## src/rtl/fifo_wr_ctrl.sv

```systemverilog
// ============================================================================
// Module      : fifo_wr_ctrl
// Description : Write-side controller of a dual-clock FIFO: write address,
//               Gray write pointer, read-pointer synchroniser and status flags.
// Revision    : 1.0 - initial release
// ============================================================================
`default_nettype none

module fifo_wr_ctrl #(
  parameter int ADDR_W      = 3,
  parameter int AF_TH       = 6,
  parameter int SYNC_STAGES = 2
) (
  input  logic              wr_clk_i,
  input  logic              wr_rst_i,
  input  logic              wr_en_i,
  input  logic              ovf_clr_i,
  input  logic [ADDR_W:0]   rd_ptr_gray_i,
  output logic [ADDR_W-1:0] wr_addr_o,
  output logic              mem_we_o,
  output logic [ADDR_W:0]   wr_ptr_gray_o,
  output logic              fifo_full_o,
  output logic              almost_full_o,
  output logic [ADDR_W:0]   wr_level_o,
  output logic              overflow_o
);

  localparam int PW = ADDR_W + 1;

  logic [PW-1:0] wbin_q, wbin_d;
  logic [PW-1:0] wgray_q, wgray_d;
  logic [PW-1:0] level_q, level_d;
  logic          full_q, full_d;
  logic          af_q, af_d;
  logic          ovf_q, ovf_d;
  logic [PW-1:0] sync_q [SYNC_STAGES];
  logic [PW-1:0] rq;
  logic [PW-1:0] rbin;

  assign rq = sync_q[SYNC_STAGES-1];

  // Reset gates the strobe so nothing reaches the RAM while state is cleared.
  assign mem_we_o = wr_en_i & ~full_q & ~wr_rst_i;

  always_comb begin
    rbin = '0;
    for (int i = 0; i < PW; i++) begin
      rbin[i] = ^(rq >> i);
    end
  end

  always_comb begin
    wbin_d  = wbin_q + {{ADDR_W{1'b0}}, mem_we_o};
    wgray_d = wbin_d ^ (wbin_d >> 1);
    level_d = wbin_d - rbin;
    // Full when write pointer is one lap ahead: top two Gray bits inverted.
    full_d  = (wgray_d == {~rq[PW-1:PW-2], rq[PW-3:0]});
    af_d    = (level_d >= PW'(AF_TH));
    ovf_d   = (wr_en_i & full_q) | (ovf_q & ~ovf_clr_i);
  end

  always_ff @(posedge wr_clk_i or posedge wr_rst_i) begin
    if (wr_rst_i) begin
      wbin_q  <= '0;
      wgray_q <= '0;
      level_q <= '0;
      full_q  <= 1'b0;
      af_q    <= 1'b0;
      ovf_q   <= 1'b0;
    end else begin
      wbin_q  <= wbin_d;
      wgray_q <= wgray_d;
      level_q <= level_d;
      full_q  <= full_d;
      af_q    <= af_d;
      ovf_q   <= ovf_d;
    end
  end

  always_ff @(posedge wr_clk_i or posedge wr_rst_i) begin
    if (wr_rst_i) begin
      for (int i = 0; i < SYNC_STAGES; i++) begin
        sync_q[i] <= '0;
      end
    end else begin
      sync_q[0] <= rd_ptr_gray_i;
      for (int i = 1; i < SYNC_STAGES; i++) begin
        sync_q[i] <= sync_q[i-1];
      end
    end
  end

  assign wr_addr_o     = wbin_q[ADDR_W-1:0];
  assign wr_ptr_gray_o = wgray_q;
  assign fifo_full_o   = full_q;
  assign almost_full_o = af_q;
  assign wr_level_o    = level_q;
  assign overflow_o    = ovf_q;

endmodule

`default_nettype wire

```

## config.mk

```make
export PLATFORM = sky130hd
export DESIGN_NAME = fifo_wr_ctrl
export DESIGN_NICKNAME = d
export VERILOG_FILES = /design/src/rtl/fifo_wr_ctrl.sv
export SDC_FILE = /design/constraint.sdc
export NUM_CORES = 1
export LEC_CHECK = 0
export BUFFER_PORTS_ARGS = -buffer_cell sky130_fd_sc_hd__buf_2
export CORE_ASPECT_RATIO = 0.7
export CORE_MARGIN = 1.5
export CORE_UTILIZATION = 45
export CTS_BUF_LIST = sky130_fd_sc_hd__clkbuf_8
export DETAILED_ROUTE_END_ITERATION = 12
export PLACE_DENSITY = 0.7
export SKIP_CTS_REPAIR_TIMING = 1
export SLEW_MARGIN = 15
export SYNTH_ARGS = -nofsm -noshare
export SYNTH_HDL_FRONTEND = slang
export SYNTH_SLANG_ARGS = --single-unit
```

## constraint.sdc

```tcl
create_clock -name wr_clk_i -period 4.1 [get_ports wr_clk_i]
set_input_delay 0 -clock wr_clk_i [delete_from_list [all_inputs] [get_ports wr_clk_i]]
set_output_delay 0 -clock wr_clk_i [all_outputs]
set_load 0.02 [all_outputs]
```

==> results of run 1 <==
-- synthesized netlist by cell type --
| cell | count | area share |
|---|---|---|
| dfrtp_1 | 22 | 0.62 |
| inv_1 | 8 | 0.034 |
| ha_1 | 5 | 0.071 |
| xnor2_1 | 5 | 0.050 |
| xor2_1 | 5 | 0.050 |
| nand2_1 | 2 | 0.0085 |
| nand3_1 | 2 | 0.011 |
| o21ai_0 | 2 | 0.011 |
| or3_1 | 2 | 0.014 |
| xor2_2 | 2 | 0.037 |
| a21o_1 | 1 | 0.0085 |
| a21oi_1 | 1 | 0.0057 |
| a22oi_1 | 1 | 0.0085 |
| fa_1 | 1 | 0.023 |
| nand3_2 | 1 | 0.011 |
| nor3b_1 | 1 | 0.0085 |
| xor3_1 | 1 | 0.027 |
-- sequential cells by signal (all words and copies together) (netlist names) --
register and count:
rq 4, sync_q 4, wbin_q 4, wr_level_o 4, wr_ptr_gray_o 3, almost_full_o 1
fifo_full_o 1, overflow_o 1
-- cell type report --
| type | count | share of cell area |
|---|---|---|
| Inverter | 8 | 0.02649 |
| Tap cell | 22 | 0.02428 |
| Timing Repair Buffer | 29 | 0.1589 |
| Clock buffer | 3 | 0.03642 |
| Multi-Input combinational cell | 32 | 0.2682 |
| Sequential cell | 22 | 0.4857 |
-- critical path, cell delays in order --
cell           delay (ns)
dlygate4sd3_1        0.53
buf_2                0.12
nor3b_1              0.26
ha_1                 0.26
ha_1                 0.22
xor2_2               0.36
ha_1                 0.34
a21oi_1              0.15
o21ai_0              0.15
xor3_1               0.23
a21o_1               0.16
-- how the worst min path moves through the flow --
stage | cells after the start | slack [ns] | to
after global placement | 1 | 0.11 | sync_q[4]
after detailed placement | 1 | 0.11 | sync_q[5]
after floorplan | 1 | -0.01 | almost_full_o
final | 0 | 0.35 | rq[0]
after CTS | 1 | -0.16 | sync_q[5]
after global routing | 0 | 0.36 | rq[0]
-- layer usage --
metal | up-vias | track usage
met4 | 0 | 0.03571
met2 | 20 | 0.2471
met1 | 269 | 0.1550
met3 | 2 | 0.06774
li1 | 259 | -
met5 | - | 0
-- per-stage QoR --
step                      area (um2)  worst slack [ns]
final                           1134             1.460
after global routing            1134             1.252
after CTS                       1064             1.477
after detailed placement        1022             1.500
after global placement          1022             1.705
after floorplan                884.6             1.256
-- logic make-up (layout without fill, tap and decap cells) --
logic type / Yosys count / count (layout) / synth area share
simple gates: 8 / 8 / 0.05375
fa+ha+maj: 6 / 6 / 0.09335
compound gates: 5 / 5 / 0.03395
xor+xnor: 13 / 13 / 0.1627
flops: 22 / 22 / 0.6224
buf+inv: 8 / 40 / 0.03395
-- power groups by stage --
stage	sequential, mW	clock, mW	combinational [mW]
5_1_grt	0.338	0.140	0.502
4_1_cts	0.330	0.132	0.447
3_3_place_gp	0.329	0	0.431
3_5_place_dp	0.334	0	0.446
6_report	0.329	0.126	0.449
2_1_floorplan	0.421	0	0.236
==> results by group, run 1 <==
Clocking
  • # H-tree levels: 1
  • CTS tree: done
  • TritonCTS Buffers: 3
  • Largest buffer count on any clock path: 2
  • Clock Latency Late Sink: 0.25 ns
  • Clock root cell: clkbuf_8
  • Sink Count: 22
  • Clock transition at path regs: 0.07 ns

Pwr
  • Power Total: 904.6 uW
  • Internal cell power: 544.5 uW
  • Switching share of power: 0.3980
  • Leakage: 0.5755 nW
  • Clock share of power: 0.139
  • Pwr Density: 798.0 mW/mm2
  • Combinational share of power: 0.497
  • Sequential share of power: 0.364
  • Net switching power: 360.0 uW
  • Maximum VDD drop: between 0.4 and 0.5 mV

Route
  • Routed WL per cell: 11.28 um
  • Met3 routed WL: 101 um
  • Via density: 4.741
  • Top routing layer used: met4
  • Vias: 550
  • Initial drt markers: 13
  • Met2 Wirelength: approximately 610 um
  • TritonRoute pass-1 iters: 3
  • WL met1: 592 um
  • DRT antenna net count: 0
  • DRC Markers: 0
  • Post-Route WL: 1.308 mm

Finish
  • Commonest cells after routing, fill and taps aside: dfrtp_1, buf_2, inv_1
  • Layout area overhead: 28.15%
  • Sequential Area: 550.5 um2
  • Layout cells sized above 1: 0.2979
  • Util after Layout: 0.6113
  • # diodes: 0
  • Fillers: 160
  • Multi-input gate area: 304.0 um2
  • Layout Nets: 110
  • Non-filler cells, final: between 100 and 150

Worst setup path
  • R2R cell count: 9
  • CP required: 4.25 ns
  • R2R Setup Slk: 1.47 ns
  • CP arrival: approximately 2.8 ns
  • Worst setup SP type: input pin
  • Peak fanout along the critical path: 6
  • RR Startpoint: fifo_full_o
  • Crit Path Class: input pin to flip-flop
  • Nature of the critical path endpoint: flip-flop
  • Critical path launch point: wr_rst_i
  • Worst r2r dst: almost_full_o
  • Worst Setup EP: almost_full_o

Synthesis
  • Post-synth net total: 76
  • Post-synthesis cell type count: 17
  • Seq/Total Area, Yosys: 0.6223
  • Cells after synthesis: 62
  • Mean Syn Cell Area: 14.27 um2
  • Synth Warn #: 0
  • Mapped cell area: a little under 900 um2
  • FF+latch count, synth: 22

Placed design
  • DP Cell Count: 106
  • GP Congestion: 0.6909
  • Dpl hpwl: 981.3 um
  • PortBufs: 22

Flow run
  • Max-capacitance violation count: 0

Timing
  • RSZ-0062 raised after global routing: no
  • Tmin final: 2.640 ns
  • Hold Slack: 0.3494 ns
  • Fin Clk Skew: 0.002036 ns
  • Actual slew at the worst max-slew pin: 0.7998 ns
  • Max-slew headroom: 0.4662
  • Final Max Tran Viols: 0
  • Fmax: 378.8 MHz
  • Setup-failing EPs final: 0
  • Final TNS setup: 0 ns
  • Fin crit share: 0.6438
  • Final hold vios: 0

Outcome
  • Outcome: completed

Die
  • Site Rows: 13
  • Die W: ~56 um
  • Core area: 0.001854 mm2
  • I/O Pins: 23
  • Die area: about 0.0022 mm2
  • Initial Util: 0.4771
  • Die Y: between 40 and 50 um

Global route
  • Global-route wire length before repair: roughly 2.2 mm
  • Total congestion overflow: 0
  • Gr usage total: 0.1384
  • Largest net degree at the start of global routing: 23
  • Initial antenna violation count: 0
  • Vias in the first global route: approximately 500

Min path
  • Hold Path Origin: sync_q[4]
  • Hold Path Class: flip-flop to flip-flop
Note: power is estimated with default switching activity, not from simulation.
==> run 2, diff against run 1 <==
PLACE_DENSITY = 0.72   (was 0.7)
clock period = 2.4 ns   (was 4.1 ns; I/O delays follow)
==> run 2 against run 1 <==
  * The run now ends with hold timing left
  * Die area unchanged
  * Register-to-register slack worse by 1.2 ns
  * Clock skew about the same
  * Utilization up 3.8 points
==> results by group, run 2 (synthesized netlist as in run 1, its figures left out) <==
Route
  • Top routing layer used: met4
  • Vias: 552 (+0.36%)
  • DRC Markers: 0 (unchanged)
  • Via density: 4.678 (-1.3%)
  • Initial drt markers: 5 (-8)
  • TritonRoute pass-1 iters: 2 (-1)
  • Met3 routed WL: 85 um (-16%)
  • Met2 Wirelength: 695 um (+14%)
  • Routed WL per cell: 11.80 um (+4.6%)
  • DRT antenna net count: 0 (unchanged)
  • WL met1: 564 um (-4.7%)
  • Post-Route WL: 1.392 mm (+6.4%)

Worst setup path
  • Most used cell, CP: ha_4
  • Nature of the critical path endpoint: flip-flop
  • CP required: 2.56 ns (-1.69 ns)
  • CP arrival: 2.30 ns (-0.49 ns)
  • R2R cell count: 9 (unchanged)
  • Crit Path Class: flip-flop to flip-flop
  • CP Cell Sequence: nor3b_4, ha_2, ha_4, xor2_4, ha_4, nand2_1, o21ai_0, xor3_1, a21o_1
  • Worst setup SP type: flip-flop
  • CP peak stage delay: 0.43 ns (-0.10 ns)
  • Slowest CP cell: dfrtp_2
  • R2R Setup Slk: 0.25 ns (-1.22 ns)
  • Peak fanout along the critical path: 3 (-3)

Finish
  • Sequential Area: 551.8 um2 (+0.23%)
  • Layout Nets: 111 (+0.91%)
  • Layout area overhead: 36.07%
  • Commonest cells after routing, fill and taps aside: buf_2, dfrtp_1, inv_1
  • Fillers: 148 (-7.5%)
  • # diodes: 0 (unchanged)
  • Most common cell after layout, fill and taps aside: buf_2
  • Multi-input gate area: 354.1 um2 (+16%)
  • Layout cells sized above 1: 0.3750 (+0.07713)

Timing
  • Tmin final: 2.147 ns
  • Setup-failing EPs final: 0 (unchanged)
  • Final TNS setup: 0 ns (unchanged)
  • Fmax: 465.7 MHz
  • Final Max Tran Viols: 0 (unchanged)
  • PnR worst setup slack: 0.2529 ns (-1.207 ns)
  • Final hold vios: 22 (+22)
  • Hold Slack: -0.08384 ns (-0.4332 ns)
  • Actual slew at the worst max-slew pin: 0.8099 ns (+0.01011 ns)
  • RSZ-0062 raised after global routing: no
  • Fin Clk Skew: 0.001715 ns (-0.0003215 ns)
  • Fin crit share: 0.8946
  • Max-slew headroom: 0.4595 (-0.006747)

Global route
  • Total congestion overflow: 0 (unchanged)
  • Global-route wire length before repair: 2.187 mm (+0.32%)
  • Vias in the first global route: 512 (+2.2%)
  • Largest net degree at the start of global routing: 23 (unchanged)
  • Gr usage total: 0.1487 (+0.01031)
  • Initial antenna violation count: 0 (unchanged)

Die
  • Die Y: 40.10 um (unchanged)
  • Site Rows: 13 (unchanged)
  • Die W: 55.99 um (unchanged)
  • Core area: 0.001854 mm2 (unchanged)
  • Initial Util: 0.4771 (unchanged)
  • I/O Pins: 23 (unchanged)
  • Die area: 0.002245 mm2 (unchanged)

Outcome
  • Outcome: finished with violations
  • Failing checks: hold timing

Flow run
  • Max-capacitance violation count: 0 (unchanged)

Clocking
  • TritonCTS Buffers: 3 (unchanged)
  • Clock root cell: clkbuf_8
  • # H-tree levels: 1 (unchanged)
  • CTS tree: done
  • Largest buffer count on any clock path: 2 (unchanged)
  • Sink Count: 22 (unchanged)
  • Clock transition at path regs: 0.07 ns (about the same)
  • Clock Latency Late Sink: 0.26 ns (about the same)

Placed design
  • Dpl hpwl: 1.008 mm (+2.7%)
  • PortBufs: 22 (unchanged)
  • Pre-CTS setup slack: 0.2402 ns (-1.260 ns)
  • GP Congestion: 0.7139 (+3.3%)

Pwr
  • Power Total: 1.661 mW (+84%)
  • Maximum VDD drop: 0.7968 mV (+77%)
  • Leakage: 0.5889 nW (+2.3%)
  • Pwr Density: 1380 mW/mm2 (+73%)

Min path
  • Hold Path Class: input pin to async pin
[run 2: changes by cell type in the layout (fill, tap and decap cells not counted), sizes merged]
cell	previous run	this run
buf	22	24
dlygate4sd3	7	6
clkbuf	3	4
[run 2: metrics by stage]
stage	area, um2	util	cells
final	1204	0.6491	118
after global routing	1204	0.6491	118
after CTS	1144	0.6167	112
after detailed placement	1089	0.5870	108
after global placement	1089	0.5870	108
after floorplan	935.9	-	62
[run 2: final timing paths]
check	from	end
max in group asynchronous	wr_rst_i	fifo_full_o
min in group wr_clk_i	wr_rst_i	wbin_q[0]
setup reg to reg	fifo_full_o	almost_full_o
hold reg to reg	sync_q[4]	rq[0]
hold / removal	wr_rst_i	overflow_o
setup / recovery	fifo_full_o	almost_full_o
[run 2: cell type report]
type,count,share of cell area
Clock buffer,4,0.04574
Inverter,8,0.02495
Multi-Input combinational cell,32,0.2942
Sequential cell,22,0.4584
Tap cell,22,0.02287
Timing Repair Buffer,30,0.1538
[run 2: report_power, final]
group          switching (mW)  internal, mW  leakage, nW
clock network           0.111         0.146       0.0288
registers              0.0711         0.505        0.259
logic                   0.457         0.371        0.301
[run 2: routing by layer]
layer	track usage	up-vias
li1	-	267
met1	0.1464	264
met2	0.2529	17
met5	0	-
met4	0.1250	0
met3	0.07097	4
[run 2: worst max-delay path, delay by kind of cell, from the launching register on]
| kind | cells | cell delay [ns] |
|---|---|---|
| simple gates | 2 | 0.24 |
| flops | 1 | 0.43 |
| compound gates | 2 | 0.32 |
| fa+ha+maj | 3 | 0.70 |
| xor+xnor | 2 | 0.35 |
